[config.mk]
export PLATFORM = sky130hd
export DESIGN_NAME = ncl_mult3_sched_flat
export DESIGN_NICKNAME = d
export VERILOG_FILES = /design/src/rtl/ncl_mult3_sched_pkg.sv /design/src/rtl/ncl_mult3_sched_if.sv /design/src/rtl/ncl_mult3_sched_rr_arbiter.sv /design/src/rtl/ncl_mult3_sched.sv /design/src/flat_wrapper.sv
export SDC_FILE = /design/constraint.sdc
export NUM_CORES = 1
export LEC_CHECK = 0
export ABC_AREA = 1
export CORE_MARGIN = 5
export CORE_UTILIZATION = 45
export CTS_CLUSTER_SIZE = 25
export DETAILED_ROUTE_END_ITERATION = 8
export HOLD_SLACK_MARGIN = 0.06
export MAX_ROUTING_LAYER = met4
export PLACE_DENSITY = 0.71
export RECOVER_POWER = 100
export SLEW_MARGIN = 20
export SYNTH_ARGS = -nofsm -noshare
export SYNTH_HDL_FRONTEND = slang
export SYNTH_SLANG_ARGS = --single-unit
[constraint.sdc]
create_clock -name clk -period 3.85 [get_ports clk]
set_input_delay 0.77 -clock clk [delete_from_list [all_inputs] [get_ports clk]]
set_output_delay 0.77 -clock clk [all_outputs]
set_load 0.02 [all_outputs]
[src/rtl/ncl_mult3_sched_pkg.sv]
// Shared types and dual-rail helpers for the NCL_MULT3 scheduler.
package ncl_sched_pkg;

  typedef enum logic [2:0] {
    INIT,
    IDLE,
    DATA,
    NULL_PH,
    RESP,
    ERR
  } state_e;

  typedef struct packed {
    logic rail1;
    logic rail0;
  } dual_rail_t;

  function automatic dual_rail_t to_dual_rail(input logic b);
    return dual_rail_t'{rail1: b, rail0: ~b};
  endfunction

  function automatic logic is_null(input dual_rail_t d);
    return !(d.rail1 || d.rail0);
  endfunction

  function automatic logic is_data(input dual_rail_t d);
    return d.rail1 ^ d.rail0;
  endfunction

endpackage

[src/rtl/ncl_mult3_sched_if.sv]
// Requester-side request/response bus of the NCL_MULT3 scheduler.
interface ncl_mult3_sched_if #(
  parameter int unsigned NREQ = 4
);
  localparam int unsigned IDW = (NREQ > 1) ? $clog2(NREQ) : 1;

  logic [NREQ-1:0]   req_valid;
  logic [NREQ*3-1:0] req_a;
  logic [NREQ*3-1:0] req_b;
  logic [NREQ-1:0]   req_ready;
  logic              rsp_valid;
  logic [IDW-1:0]    rsp_id;
  logic [5:0]        rsp_prod;

  modport master (
    output req_valid, req_a, req_b,
    input  req_ready, rsp_valid, rsp_id, rsp_prod
  );

  modport slave (
    input  req_valid, req_a, req_b,
    output req_ready, rsp_valid, rsp_id, rsp_prod
  );
endinterface

[src/rtl/ncl_mult3_sched_rr_arbiter.sv]
// Round-robin arbiter: first asserted request at or after ptr_i, wrapping.
module rr_arbiter #(
  parameter int unsigned NREQ = 4
) (
  input  logic [NREQ-1:0]                                 req_i,
  input  logic [((NREQ > 1) ? $clog2(NREQ) : 1)-1:0]      ptr_i,
  output logic [NREQ-1:0]                                 gnt_o,
  output logic [((NREQ > 1) ? $clog2(NREQ) : 1)-1:0]      idx_o,
  output logic                                            any_o
);
  localparam int unsigned IDW = (NREQ > 1) ? $clog2(NREQ) : 1;

  always_comb begin
    int unsigned j;
    j     = 0;
    gnt_o = '0;
    idx_o = '0;
    any_o = 1'b0;
    for (int unsigned k = 0; k < NREQ; k++) begin
      j = (int'(ptr_i) + k) % NREQ;
      if (!any_o && req_i[IDW'(j)]) begin
        any_o            = 1'b1;
        gnt_o[IDW'(j)]   = 1'b1;
        idx_o            = IDW'(j);
      end
    end
  end
endmodule

[src/rtl/ncl_mult3_sched.sv]
// Clocked scheduler sharing one asynchronous NCL_MULT3 among NREQ requesters.
// Optional illegal-rail detection enabled by NCL_SCHED_RAIL_CHECK_EN.
module ncl_mult3_sched
  import ncl_sched_pkg::*;
#(
  parameter int unsigned NREQ        = 4,
  parameter int unsigned SYNC_STAGES = 2,
  parameter int unsigned TIMEOUT     = 255
) (
  input  logic                 clk,
  input  logic                 rst,
  ncl_mult3_sched_if.slave     bus,
  output logic                 err_o,
`ifdef NCL_SCHED_RAIL_CHECK_EN
  output logic                 err_illegal_o,
`endif
  output logic [2:0]           mult_a_r1_o,
  output logic [2:0]           mult_a_r0_o,
  output logic [2:0]           mult_b_r1_o,
  output logic [2:0]           mult_b_r0_o,
  output logic                 mult_ki_o,
  output logic                 mult_rst_o,
  input  logic                 mult_ko_i,
  input  logic [5:0]           mult_p_r1_i,
  input  logic [5:0]           mult_p_r0_i
);
  localparam int unsigned IDW = (NREQ > 1) ? $clog2(NREQ) : 1;
  localparam int unsigned CW  = $clog2(TIMEOUT + 1);
  localparam int unsigned PW  = 6 * SYNC_STAGES;

  state_e                          state_q;
  logic [CW-1:0]                   cnt_q;
  logic [IDW-1:0]                  ptr_q, id_q;
  logic [2:0]                      a_r1_q, a_r0_q, b_r1_q, b_r0_q;
  logic                            ki_q, mult_rst_q;
  logic [NREQ-1:0]                 req_ready_q;
  logic                            rsp_valid_q;
  logic [IDW-1:0]                  rsp_id_q;
  logic [5:0]                      rsp_prod_q;
  logic                            err_q;

  logic [SYNC_STAGES-1:0]          ko_sync_q;
  logic [SYNC_STAGES-1:0][5:0]     p1_sync_q, p0_sync_q;
  logic                            ko_s;
  logic [5:0]                      p1_s, p0_s;
  logic                            all_data_c, all_null_c;
  logic                            data_done_q, null_done_q;
  logic                            init_done_c, wait_c, abort_c;

  logic [NREQ-1:0]                 gnt_c;
  logic [IDW-1:0]                  gidx_c;
  logic                            any_c;
  logic [2:0]                      a_sel_c, b_sel_c;

  // Async-input synchronizers plus registered completion detection.
  always_ff @(posedge clk) begin
    if (rst) begin
      ko_sync_q   <= '0;
      p1_sync_q   <= '0;
      p0_sync_q   <= '0;
      data_done_q <= 1'b0;
      null_done_q <= 1'b0;
    end else begin
      ko_sync_q   <= SYNC_STAGES'({ko_sync_q, mult_ko_i});
      p1_sync_q   <= PW'({p1_sync_q, mult_p_r1_i});
      p0_sync_q   <= PW'({p0_sync_q, mult_p_r0_i});
      data_done_q <= !ko_s && all_data_c;
      null_done_q <= ko_s && all_null_c;
    end
  end

  assign ko_s = ko_sync_q[SYNC_STAGES-1];
  assign p1_s = p1_sync_q[SYNC_STAGES-1];
  assign p0_s = p0_sync_q[SYNC_STAGES-1];

  always_comb begin
    all_data_c = 1'b1;
    all_null_c = 1'b1;
    for (int i = 0; i < 6; i++) begin
      all_data_c = all_data_c & is_data(dual_rail_t'({p1_s[i], p0_s[i]}));
      all_null_c = all_null_c & is_null(dual_rail_t'({p1_s[i], p0_s[i]}));
    end
  end

`ifdef NCL_SCHED_RAIL_CHECK_EN
  // Both rails of any product bit high on two consecutive synced samples.
  logic illegal_d, illegal_q, illegal_hit_c, err_illegal_q;
  assign illegal_d     = |(p1_s & p0_s);
  assign illegal_hit_c = illegal_q && illegal_d;
  always_ff @(posedge clk) begin
    if (rst) illegal_q <= 1'b0;
    else     illegal_q <= illegal_d;
  end
`endif

  rr_arbiter #(.NREQ(NREQ)) u_arb (
    .req_i (bus.req_valid),
    .ptr_i (ptr_q),
    .gnt_o (gnt_c),
    .idx_o (gidx_c),
    .any_o (any_c)
  );

  assign a_sel_c = 3'(bus.req_a >> (3 * int'(gidx_c)));
  assign b_sel_c = 3'(bus.req_b >> (3 * int'(gidx_c)));

  assign init_done_c = !mult_rst_q && null_done_q;

  always_comb begin
    wait_c = 1'b0;
    case (state_q)
      INIT:    wait_c = !init_done_c;
      DATA:    wait_c = !data_done_q;
      NULL_PH: wait_c = !null_done_q;
      default: wait_c = 1'b0;
    endcase
    abort_c = wait_c && (cnt_q == CW'(TIMEOUT - 1));
`ifdef NCL_SCHED_RAIL_CHECK_EN
    abort_c = abort_c || illegal_hit_c;
`endif
  end

  always_ff @(posedge clk) begin
    if (rst) begin
      state_q     <= INIT;
      cnt_q       <= '0;
      ptr_q       <= '0;
      id_q        <= '0;
      a_r1_q      <= '0;
      a_r0_q      <= '0;
      b_r1_q      <= '0;
      b_r0_q      <= '0;
      ki_q        <= 1'b0;
      mult_rst_q  <= 1'b1;
      req_ready_q <= '0;
      rsp_valid_q <= 1'b0;
      rsp_id_q    <= '0;
      rsp_prod_q  <= '0;
      err_q       <= 1'b0;
    end else begin
      req_ready_q <= '0;
      rsp_valid_q <= 1'b0;
      if (abort_c) begin
        state_q    <= ERR;
        err_q      <= 1'b1;
        a_r1_q     <= '0;
        a_r0_q     <= '0;
        b_r1_q     <= '0;
        b_r0_q     <= '0;
        ki_q       <= 1'b0;
        mult_rst_q <= 1'b1;
      end else begin
        case (state_q)
          INIT: begin
            if (cnt_q >= CW'(SYNC_STAGES)) mult_rst_q <= 1'b0;
            if (init_done_c) state_q <= IDLE;
            else             cnt_q   <= cnt_q + 1'b1;
          end
          IDLE: begin
            if (any_c) begin
              req_ready_q <= gnt_c;
              id_q        <= gidx_c;
              ptr_q       <= (gidx_c == IDW'(NREQ - 1)) ? '0 : gidx_c + 1'b1;
              for (int i = 0; i < 3; i++) begin
                {a_r1_q[i], a_r0_q[i]} <= to_dual_rail(a_sel_c[i]);
                {b_r1_q[i], b_r0_q[i]} <= to_dual_rail(b_sel_c[i]);
              end
              ki_q    <= 1'b1;
              cnt_q   <= '0;
              state_q <= DATA;
            end
          end
          DATA: begin
            if (data_done_q) begin
              rsp_prod_q <= p1_s;
              rsp_id_q   <= id_q;
              a_r1_q     <= '0;
              a_r0_q     <= '0;
              b_r1_q     <= '0;
              b_r0_q     <= '0;
              ki_q       <= 1'b0;
              cnt_q      <= '0;
              state_q    <= NULL_PH;
            end else begin
              cnt_q <= cnt_q + 1'b1;
            end
          end
          NULL_PH: begin
            if (null_done_q) begin
              rsp_valid_q <= 1'b1;
              state_q     <= RESP;
            end else begin
              cnt_q <= cnt_q + 1'b1;
            end
          end
          RESP:    state_q <= IDLE;
          ERR:     state_q <= ERR;
          default: state_q <= ERR;
        endcase
      end
    end
  end

`ifdef NCL_SCHED_RAIL_CHECK_EN
  always_ff @(posedge clk) begin
    if (rst)                err_illegal_q <= 1'b0;
    else if (illegal_hit_c) err_illegal_q <= 1'b1;
  end
  assign err_illegal_o = err_illegal_q;
`endif

  assign bus.req_ready = req_ready_q;
  assign bus.rsp_valid = rsp_valid_q;
  assign bus.rsp_id    = rsp_id_q;
  assign bus.rsp_prod  = rsp_prod_q;
  assign err_o         = err_q;
  assign mult_a_r1_o   = a_r1_q;
  assign mult_a_r0_o   = a_r0_q;
  assign mult_b_r1_o   = b_r1_q;
  assign mult_b_r0_o   = b_r0_q;
  assign mult_ki_o     = ki_q;
  assign mult_rst_o    = mult_rst_q;
endmodule

[src/flat_wrapper.sv]
// flat-port wrapper written by rule: the top's interface ports become plain ports
module ncl_mult3_sched_flat import ncl_sched_pkg::*;
#(
  parameter int unsigned NREQ        = 4,
  parameter int unsigned SYNC_STAGES = 2,
  parameter int unsigned TIMEOUT     = 255
)
  (clk, rst, err_o, mult_a_r1_o, mult_a_r0_o, mult_b_r1_o, mult_b_r0_o, mult_ki_o, mult_rst_o, mult_ko_i, mult_p_r1_i, mult_p_r0_i, bus_req_valid, bus_req_a, bus_req_b, bus_req_ready, bus_rsp_valid, bus_rsp_id, bus_rsp_prod);
  ncl_mult3_sched_if #(.NREQ(NREQ)) bus_i ();
  input  logic clk;
  input  logic rst;
  output logic err_o;
  output logic [2:0] mult_a_r1_o;
  output logic [2:0] mult_a_r0_o;
  output logic [2:0] mult_b_r1_o;
  output logic [2:0] mult_b_r0_o;
  output logic mult_ki_o;
  output logic mult_rst_o;
  input  logic mult_ko_i;
  input  logic [5:0] mult_p_r1_i;
  input  logic [5:0] mult_p_r0_i;
  input wire logic [$bits(bus_i.req_valid)-1:0] bus_req_valid;
  input wire logic [$bits(bus_i.req_a)-1:0] bus_req_a;
  input wire logic [$bits(bus_i.req_b)-1:0] bus_req_b;
  output wire logic [$bits(bus_i.req_ready)-1:0] bus_req_ready;
  output wire logic [$bits(bus_i.rsp_valid)-1:0] bus_rsp_valid;
  output wire logic [$bits(bus_i.rsp_id)-1:0] bus_rsp_id;
  output wire logic [$bits(bus_i.rsp_prod)-1:0] bus_rsp_prod;
  assign bus_i.req_valid = bus_req_valid;
  assign bus_i.req_a = bus_req_a;
  assign bus_i.req_b = bus_req_b;
  assign bus_req_ready = bus_i.req_ready;
  assign bus_rsp_valid = bus_i.rsp_valid;
  assign bus_rsp_id = bus_i.rsp_id;
  assign bus_rsp_prod = bus_i.rsp_prod;
  ncl_mult3_sched #(.NREQ(NREQ), .SYNC_STAGES(SYNC_STAGES), .TIMEOUT(TIMEOUT)) u_core (.clk(clk), .rst(rst), .bus(bus_i), .err_o(err_o), .mult_a_r1_o(mult_a_r1_o), .mult_a_r0_o(mult_a_r0_o), .mult_b_r1_o(mult_b_r1_o), .mult_b_r0_o(mult_b_r0_o), .mult_ki_o(mult_ki_o), .mult_rst_o(mult_rst_o), .mult_ko_i(mult_ko_i), .mult_p_r1_i(mult_p_r1_i), .mult_p_r0_i(mult_p_r0_i));
endmodule
==> results of run 1 <==
-- path summary, 6_finish.rpt --
path	to	cells after the start
setup / recovery	u_core.cnt_q[2]	7
hold / removal	u_core.p1_s[2]	2
setup reg to reg	u_core.cnt_q[2]	14
hold reg to reg	u_core.p1_s[2]	2
-- sequential cells by signal (all words and copies together), names as in the netlist, 4 cells and up --
| signal | count |
|---|---|
| u_core.p1_s | 6 |
| u_core.bus.rsp_prod | 6 |
| u_core.p1_sync_q | 6 |
| u_core.bus.req_ready | 4 |
| u_core.p0_s | 6 |
| u_core.cnt_q | 8 |
| u_core.p0_sync_q | 6 |
-- logic make-up (layout without fill, tap and decap cells) --
kind of cell,Yosys count,in the layout,synth area share (%)
buffers and inverters,94,170,10.9
AO/OA/AOI/OAI,53,53,9.23
AND/OR/NAND/NOR,235,235,34.3
flip-flops,71,71,39.6
XOR/XNOR,2,2,0.488
adder cells (fa/ha/maj),16,16,5.57
-- cells in the final DEF (no fill, tap or decap), types with 2 or more instances in the layout --
cell type / instances
o211ai_1: 2
nand2_4: 9
a31oi_1: 2
nand3_4: 2
clkinv_2: 3
a21oi_2: 2
nand2_2: 9
nand2_1: 88
clkdlybuf4s50_1: 41
nor2_1: 53
nand4_1: 20
o21ai_0: 17
nor3_1: 4
o211ai_2: 4
a21oi_1: 18
ha_1: 16
dlygate4sd3_1: 29
nand3_2: 4
nor2_4: 2
o21ai_1: 3
clkbuf_1: 3
clkbuf_8: 10
inv_1: 80
xor2_1: 2
nand3_1: 40
dfxtp_1: 71
-- cell usage after synthesis (all sizes together) --
cell      n  area, um2
nor2     57        248
o21bai    2       18.8
dfxtp    71       1420
ha       16        200
nand2   106        505
a21oi    20        108
nand4    20        140
buf       5       48.8
clkinv    1       3.75
o211ai    6       65.1
nand3    46        293
o41ai     1       8.76
o22ai     1       6.26
clkbuf    6       22.5
nand3b    1       7.51
inv      82        315
nor3      5       36.3
a211oi    1       12.5
o21ai    20        100
a31oi     2       12.5
xor2      2       17.5
-- power breakdown --
part | total (mW) | switching [mW] | internal, mW
clock network | 0.577 | 0.263 | 0.314
logic | 1.67 | 1.09 | 0.581
registers | 0.982 | 0.111 | 0.871
-- layer usage --
layer  part of all wire, %  wire (um)
met3                   6.6        552
met5                     0          0
met2                    45       3730
met4                   2.0        171
met1                    47       3910
-- layout make-up --
type	instances	area, um2	area share, %
multi-input combinational	306	1720	38.4
sequential	71	1420	31.7
timing repair buffer	71	704	15.7
inverter	83	319	7.11
clock buffer	12	145	3.23
tap	102	128	2.84
clock inverter	4	45.0	1.00
-- worst reg2reg max path, delay by kind of cell (launching register included) --
kind | cells | cell delay, ps
AOI/OAI and AO/OA | 2 | 180
adders and majority gates | 1 | 440
and+or+nand+nor | 7 | 1370
buffers and inverters | 4 | 430
DFF | 1 | 720
==> summary.md, run 1 <==
| Metric | Value |
|---|---|
| Root Driver | `clkbuf_8` |
| Hold Path Origin | `u_core.p1_sync_q[2]` |
| Max-cap viol count | `0` |
| Vias in the first global route | `around 3000` |
| Synth cell types | `39` |
| I/O Buffers | `70` |
| Post-CTS sizing | `0` |
| Wirelength per Cell | `roughly 13 um` |
| Clk_skew | `around 8.6 ps` |
| Crit Path Max Fanout | `30` |
| Global routing's busiest layer | `met2` |
| Yosys reg bits | `about 70` |
| Nets@finish | `roughly 600` |
| Headroom to the max-slew limit | `a little under a fifth` |
| Drt total wl | `8360 um` |
| Mapped cell area | `3590 um2` |
| CTS H-tree lvls | `3` |
| Initial Util | `roughly 46%` |
| Finished Cell Area | `approximately 4500 um2` |
| Pleak | `around 2.1 nW` |
| Worst slew pin tran | `approximately 1200 ps` |
| Ant. Diodes | `0` |
| DRC | `0` |
| Sequential element share of the synthesized area | `39.6%` |
| Vias per cell | `roughly 4.8` |
| Gpl congestion | `0.923` |
| Worst min-delay path category | `reg2reg` |
| Antenna violations before repair | `0` |
| Post-place instance area | `~4400 um2` |
| Met2 usage | `roughly 28%` |
| CP delay by family, top | `buffers and inverters` |
| Final cell count without fillers | `about 650` |
| Longest Clk Path Bufs | `2` |
| Crit path from | `rst` |
| Hold Slack | `about 400 ps` |
| CP max stage cell | `clkbuf_1` |
| Critical-path cell list | `dlygate4sd3_1, clkbuf_1, inv_1, nand2_4, clkinv_1, o21ai_0, a21oi_1` |
| First-pass GRT wire length | `13800 um` |
| Post-DRT Antenna Nets | `0` |
| Clock latency on the worst-skew pair | `340 ps` |
| Synth Warn # | `0` |
| Worst Setup Start Kind | `input pin` |
| Reg-to-reg critical path startpoint | `u_core.ptr_q[0]` |
| Post-CTS Hold Buffers | `0` |
| M1 GR Usage | `a little over a fifth` |
| Layout cell share with drive strength beyond 1 | `9.51%` |
| Status | `finished, final reports clean` |
| Post-Syn Nets | `530` |
| Hold Violations, Final | `0` |
| Buf/Inv on CP | `4` |
| Pin count of the biggest net entering global routing | `31` |
| Minimum clock period | `between 3000 and 4000 ps` |
| TritonCTS clock tree | `built` |
| Pwr dens | `around 720 nW/um2` |
| Met3 Resource Use GR | `under 10%` |
| Std-Cell Rows | `32` |
| Slowest Stage Delay on Critical Path | `approximately 940 ps` |
| Sink Count | `roughly 70` |
| Final setup violation count | `0` |
| R2R Setup Slk | `between 600 and 700 ps` |
| Synthesized area per cell | `between 7 and 8 um2` |
| Postcts setup bufs | `0` |
| CP Class | `in2reg` |
| Power, Total | `~3.2 mW` |
| Fmax | `312 MHz` |
| CP Capture Type | `register` |
| Num CTS Buffers | `9` |
| P&R area growth vs syn | `24.9%` |
| Total number of vias | `around 3100` |
| Core area | `approximately 8000 um2` |
| RSZ-0062 raised after global routing | `false` |
| Final max-slew violation count | `0` |
| Post-detail-place hpwl | `6400 um` |
| Die ar. | `9870 um2` |
| 1st-pass router iterations | `4` |
| Post-layout util | `between 50 and 60%` |
| VDD IR-drop max | `about 0.25 mV` |
| Reg clk slew, reported paths | `roughly 80 ps` |
| Final period util | `83.2%` |
| Setup TNS | `0 ps` |
| Fill count | `approximately 740` |
| Grt ovf | `0` |
| Chip width | `a little under 100 um` |
| WP data arrival | `between 3000 and 4000 ps` |
| # IOs | `71` |
| Synthesized instance count | `about 470` |
| WP data required | `4080 ps` |
| Worst setup margin | `646 ps` |
| Initial DRC Count | `between 100 and 150` |
| Cell total after placement | `633` |
| DP Worst Slack | `~920 ps` |
| Die height | `99.3 um` |
| All-layer global routing usage | `17.8%` |
(Power assumes the default switching activity.)
==> inputs of run 2 (changes only) <==
--- a/config.mk
+++ b/config.mk
@@ -12,7 +12,7 @@
 export DETAILED_ROUTE_END_ITERATION = 8
 export HOLD_SLACK_MARGIN = 0.06
 export MAX_ROUTING_LAYER = met4
-export PLACE_DENSITY = 0.71
+export PLACE_DENSITY = 0.74
 export RECOVER_POWER = 100
 export SLEW_MARGIN = 20
 export SYNTH_ARGS = -nofsm -noshare
==> constraint.sdc (replaced) <==
create_clock -name clk -period 2.84 [get_ports clk]
set_input_delay 0.568 -clock clk [delete_from_list [all_inputs] [get_ports clk]]
set_output_delay 0.568 -clock clk [all_outputs]
set_load 0.02 [all_outputs]
==> run 2 against run 1 <==
Global-route usage is 0.34 points lower. Largest power group unchanged. Setup slack worse by 340 ps. Count of clock-buffer cells in the layout is 2 lower. Sequential share of layout area is 0.062 points lower. Design area is 0.20% higher. Combinational power is 38% higher. Critical path type is now reg2reg. Highest routed layer unchanged. Clock power is 17% higher. Die area stayed put. Power is 33% higher. Sequential power is 32% higher. Register-to-register slack worse by 360 ps. Clock skew is 1.2 ps lower.
==> summary.md, run 2 (synthesis gave the netlist of run 1 again) <==
| Metric | Value |
|---|---|
| All-layer global routing usage | `17.5% (-0.34 points)` |
| Share of total power in the clock network | `15.7% (-2.2 points)` |
| Net Sw Frac | `46.2% (+0.90 points)` |
| I/O Buffers | `70 (unchanged)` |
| Power, Total | `4.29 mW (+33%)` |
| Status | `finished, final reports clean` |
| Most frequent cells in the layout | `nand2_1, inv_1, dfxtp_1, nor2_1, clkdlybuf4s50_1` |
| Layout cell share with drive strength beyond 1 | `9.82% (+0.31 points)` |
| Vias in the first global route | `3059 (+0.96%)` |
| Reg power frac | `30.4% (about the same)` |
| Post-DRT Antenna Nets | `0 (unchanged)` |
| Reg clk slew, reported paths | `70 ps (about the same)` |
| Postcts setup bufs | `0 (unchanged)` |
| Minimum clock period | `2540 ps` |
| Gpl congestion | `0.956 (+3.5%)` |
| Clk_skew | `7.45 ps (-1.20 ps)` |
| Die height | `99.3 um (unchanged)` |
| Critical Path Sink | `u_core.mult_a_r0_o[0]` |
| Post-layout util | `57.9% (+0.11 points)` |
| CP max stage cell | `dfxtp_1` |
| CTS H-tree lvls | `3 (unchanged)` |
| VDD IR-drop max | `0.430 mV (+74%)` |
| RSZ-0062 raised after global routing | `false` |
| Total number of vias | `3165 (+0.73%)` |
| Reg2Reg Depth | `11 (-3)` |
| Post-CTS sizing | `0 (unchanged)` |
| Grt ovf | `0 (unchanged)` |
| Max-cap viol count | `0 (unchanged)` |
| Top reg by flops | `u_core.cnt_q` |
| Setup TNS | `0 ps (unchanged)` |
| 1st-pass router iterations | `5 (+1)` |
| First-pass GRT wire length | `13700 um (-0.60%)` |
| Post-place instance area | `4390 um2 (+0.86%)` |
| Worst reg2reg path endpoint | `u_core.mult_a_r0_o[0]` |
| Longest Clk Path Bufs | `2 (unchanged)` |
| Int Pwr | `2.31 mW (+31%)` |
| Max reg flops | `8 (unchanged)` |
| Reg area | `1420 um2 (unchanged)` |
| Initial DRC Count | `234 (+64%)` |
| Clock latency on the worst-skew pair | `340 ps (about the same)` |
| TritonCTS clock tree | `built` |
| Headroom to the max-slew limit | `46.4% (+28 points)` |
| # IOs | `71 (unchanged)` |
| Chip width | `99.3 um (unchanged)` |
| R2R Setup Slk | `300 ps (-360 ps)` |
| Antenna violations before repair | `0 (unchanged)` |
| Final max-slew violation count | `0 (unchanged)` |
| Fmax | `about 390 MHz` |
| Core area | `7770 um2 (unchanged)` |
| Slowest Stage Delay on Critical Path | `430 ps (-510 ps)` |
| CP dominant cell by count | `nand2_1` |
| P&R area growth vs syn | `25.2%` |
| Worst min-delay path category | `reg2reg` |
| Ant. Diodes | `0 (unchanged)` |
| Drt total wl | `8020 um (-4.1%)` |
| Post-detail-place hpwl | `6270 um (-2.0%)` |
| Die ar. | `9870 um2 (unchanged)` |
| Num CTS Buffers | `9 (unchanged)` |
| Root Driver | `clkbuf_8` |
| Psw | `1.98 mW (+35%)` |
| Sink Count | `71 (unchanged)` |
| Pin count of the biggest net entering global routing | `19 (-39%)` |
| Vias per cell | `4.85 (+0.27%)` |
| Final period util | `89.3%` |
| Worst Setup Start Kind | `register` |
| Post-CTS Hold Buffers | `0 (unchanged)` |
| Worst slew pin tran | `800 ps (-419 ps)` |
| Critical-path cell list | `inv_8, ha_1, inv_1, nand3_1, nand2_1, nand3_4, nand2_1, nor2_2, clkbuf_2, nand2_1, nand2_1` |
| DRC | `0 (unchanged)` |
| WP data arrival | `2820 ps (-610 ps)` |
| Pleak | `2.12 nW (+0.55%)` |
| Finished Cell Area | `4500 um2 (+0.20%)` |
| CP Capture Type | `register` |
| Hold Violations, Final | `0 (unchanged)` |
| Area of the multi-input gates | `1730 um2 (+0.58%)` |
| Crit Path Max Fanout | `10 (-67%)` |
| Hold Slack | `402 ps (-0.938 ps)` |
| Wirelength per Cell | `12.3 um (-4.6%)` |
| Combinational power share | `53.9% (+2.2 points)` |
| WP data required | `3120 ps (-960 ps)` |
| Reg-to-reg critical path startpoint | `u_core.ptr_q[0]` |
| Crit path from | `u_core.ptr_q[0]` |
| Initial Util | `46.2% (unchanged)` |
| Pwr dens | `955 nW/um2 (+33%)` |
| Std-Cell Rows | `32 (unchanged)` |
| Fill count | `693 (-5.7%)` |
| Commonest non-fill, non-tap cell in the layout | `nand2_1` |
| CP Class | `reg2reg` |
| Nets@finish | `606 (+0.83%)` |
| Final setup violation count | `0 (unchanged)` |
## run 2: final cells by class
type / instances / share of cell area [%]
sequential: 71 / 31.6
timing repair buffer: 76 / 16.3
inverter: 83 / 7.10
clock inverter: 4 / 0.529
multi-input combinational: 306 / 38.6
tap: 102 / 2.84
clock buffer: 10 / 3.06
## run 2: through the flow
stage	worst slack, ps	std cells
6_report	303	652
5_1_grt	98.6	652
4_1_cts	405	652
3_5_place_dp	290	638
3_3_place_gp	305	638
2_1_floorplan	660	471
## run 2: worst min-delay path by stage
stage                                endpoint  cells past startpoint                 from
after floorplan           u_core.ko_sync_q[1]                      2  u_core.ko_sync_q[0]
after global placement         u_core.p1_s[4]                      2  u_core.p1_sync_q[4]
after detailed placement       u_core.p1_s[0]                      2  u_core.p1_sync_q[0]
after CTS                      u_core.p1_s[0]                      2  u_core.p1_sync_q[0]
after global routing           u_core.p0_s[3]                      2  u_core.p0_sync_q[3]
final                          u_core.p0_s[5]                      2  u_core.p0_sync_q[5]
## run 2: per-layer routing
metal	vias up	part of all wire, %	GRT usage [%]
li1	1648	-	-
met2	102	45	28.0
met3	13	7.2	4.63
met1	1402	46	21.1
met4	0	1.9	6.72
met5	-	0	-
## run 2: worst max-delay path: cells and delay by family (launching register included)
kind	cells	cell delay (ps)
and+or+nand+nor	7	1170
buffers and inverters	3	460
DFF	1	430
adders and majority gates	1	420
## run 2: power groups by stage
stage / combinational, mW / sequential [mW] / clock (mW)
after floorplan: 1.75 / 1.44 / 0
after global placement: 2.38 / 1.33 / 0
after detailed placement: 2.43 / 1.33 / 0
after CTS: 2.44 / 1.31 / 0.691
after global routing: 2.57 / 1.33 / 0.736
final: 2.31 / 1.30 / 0.673
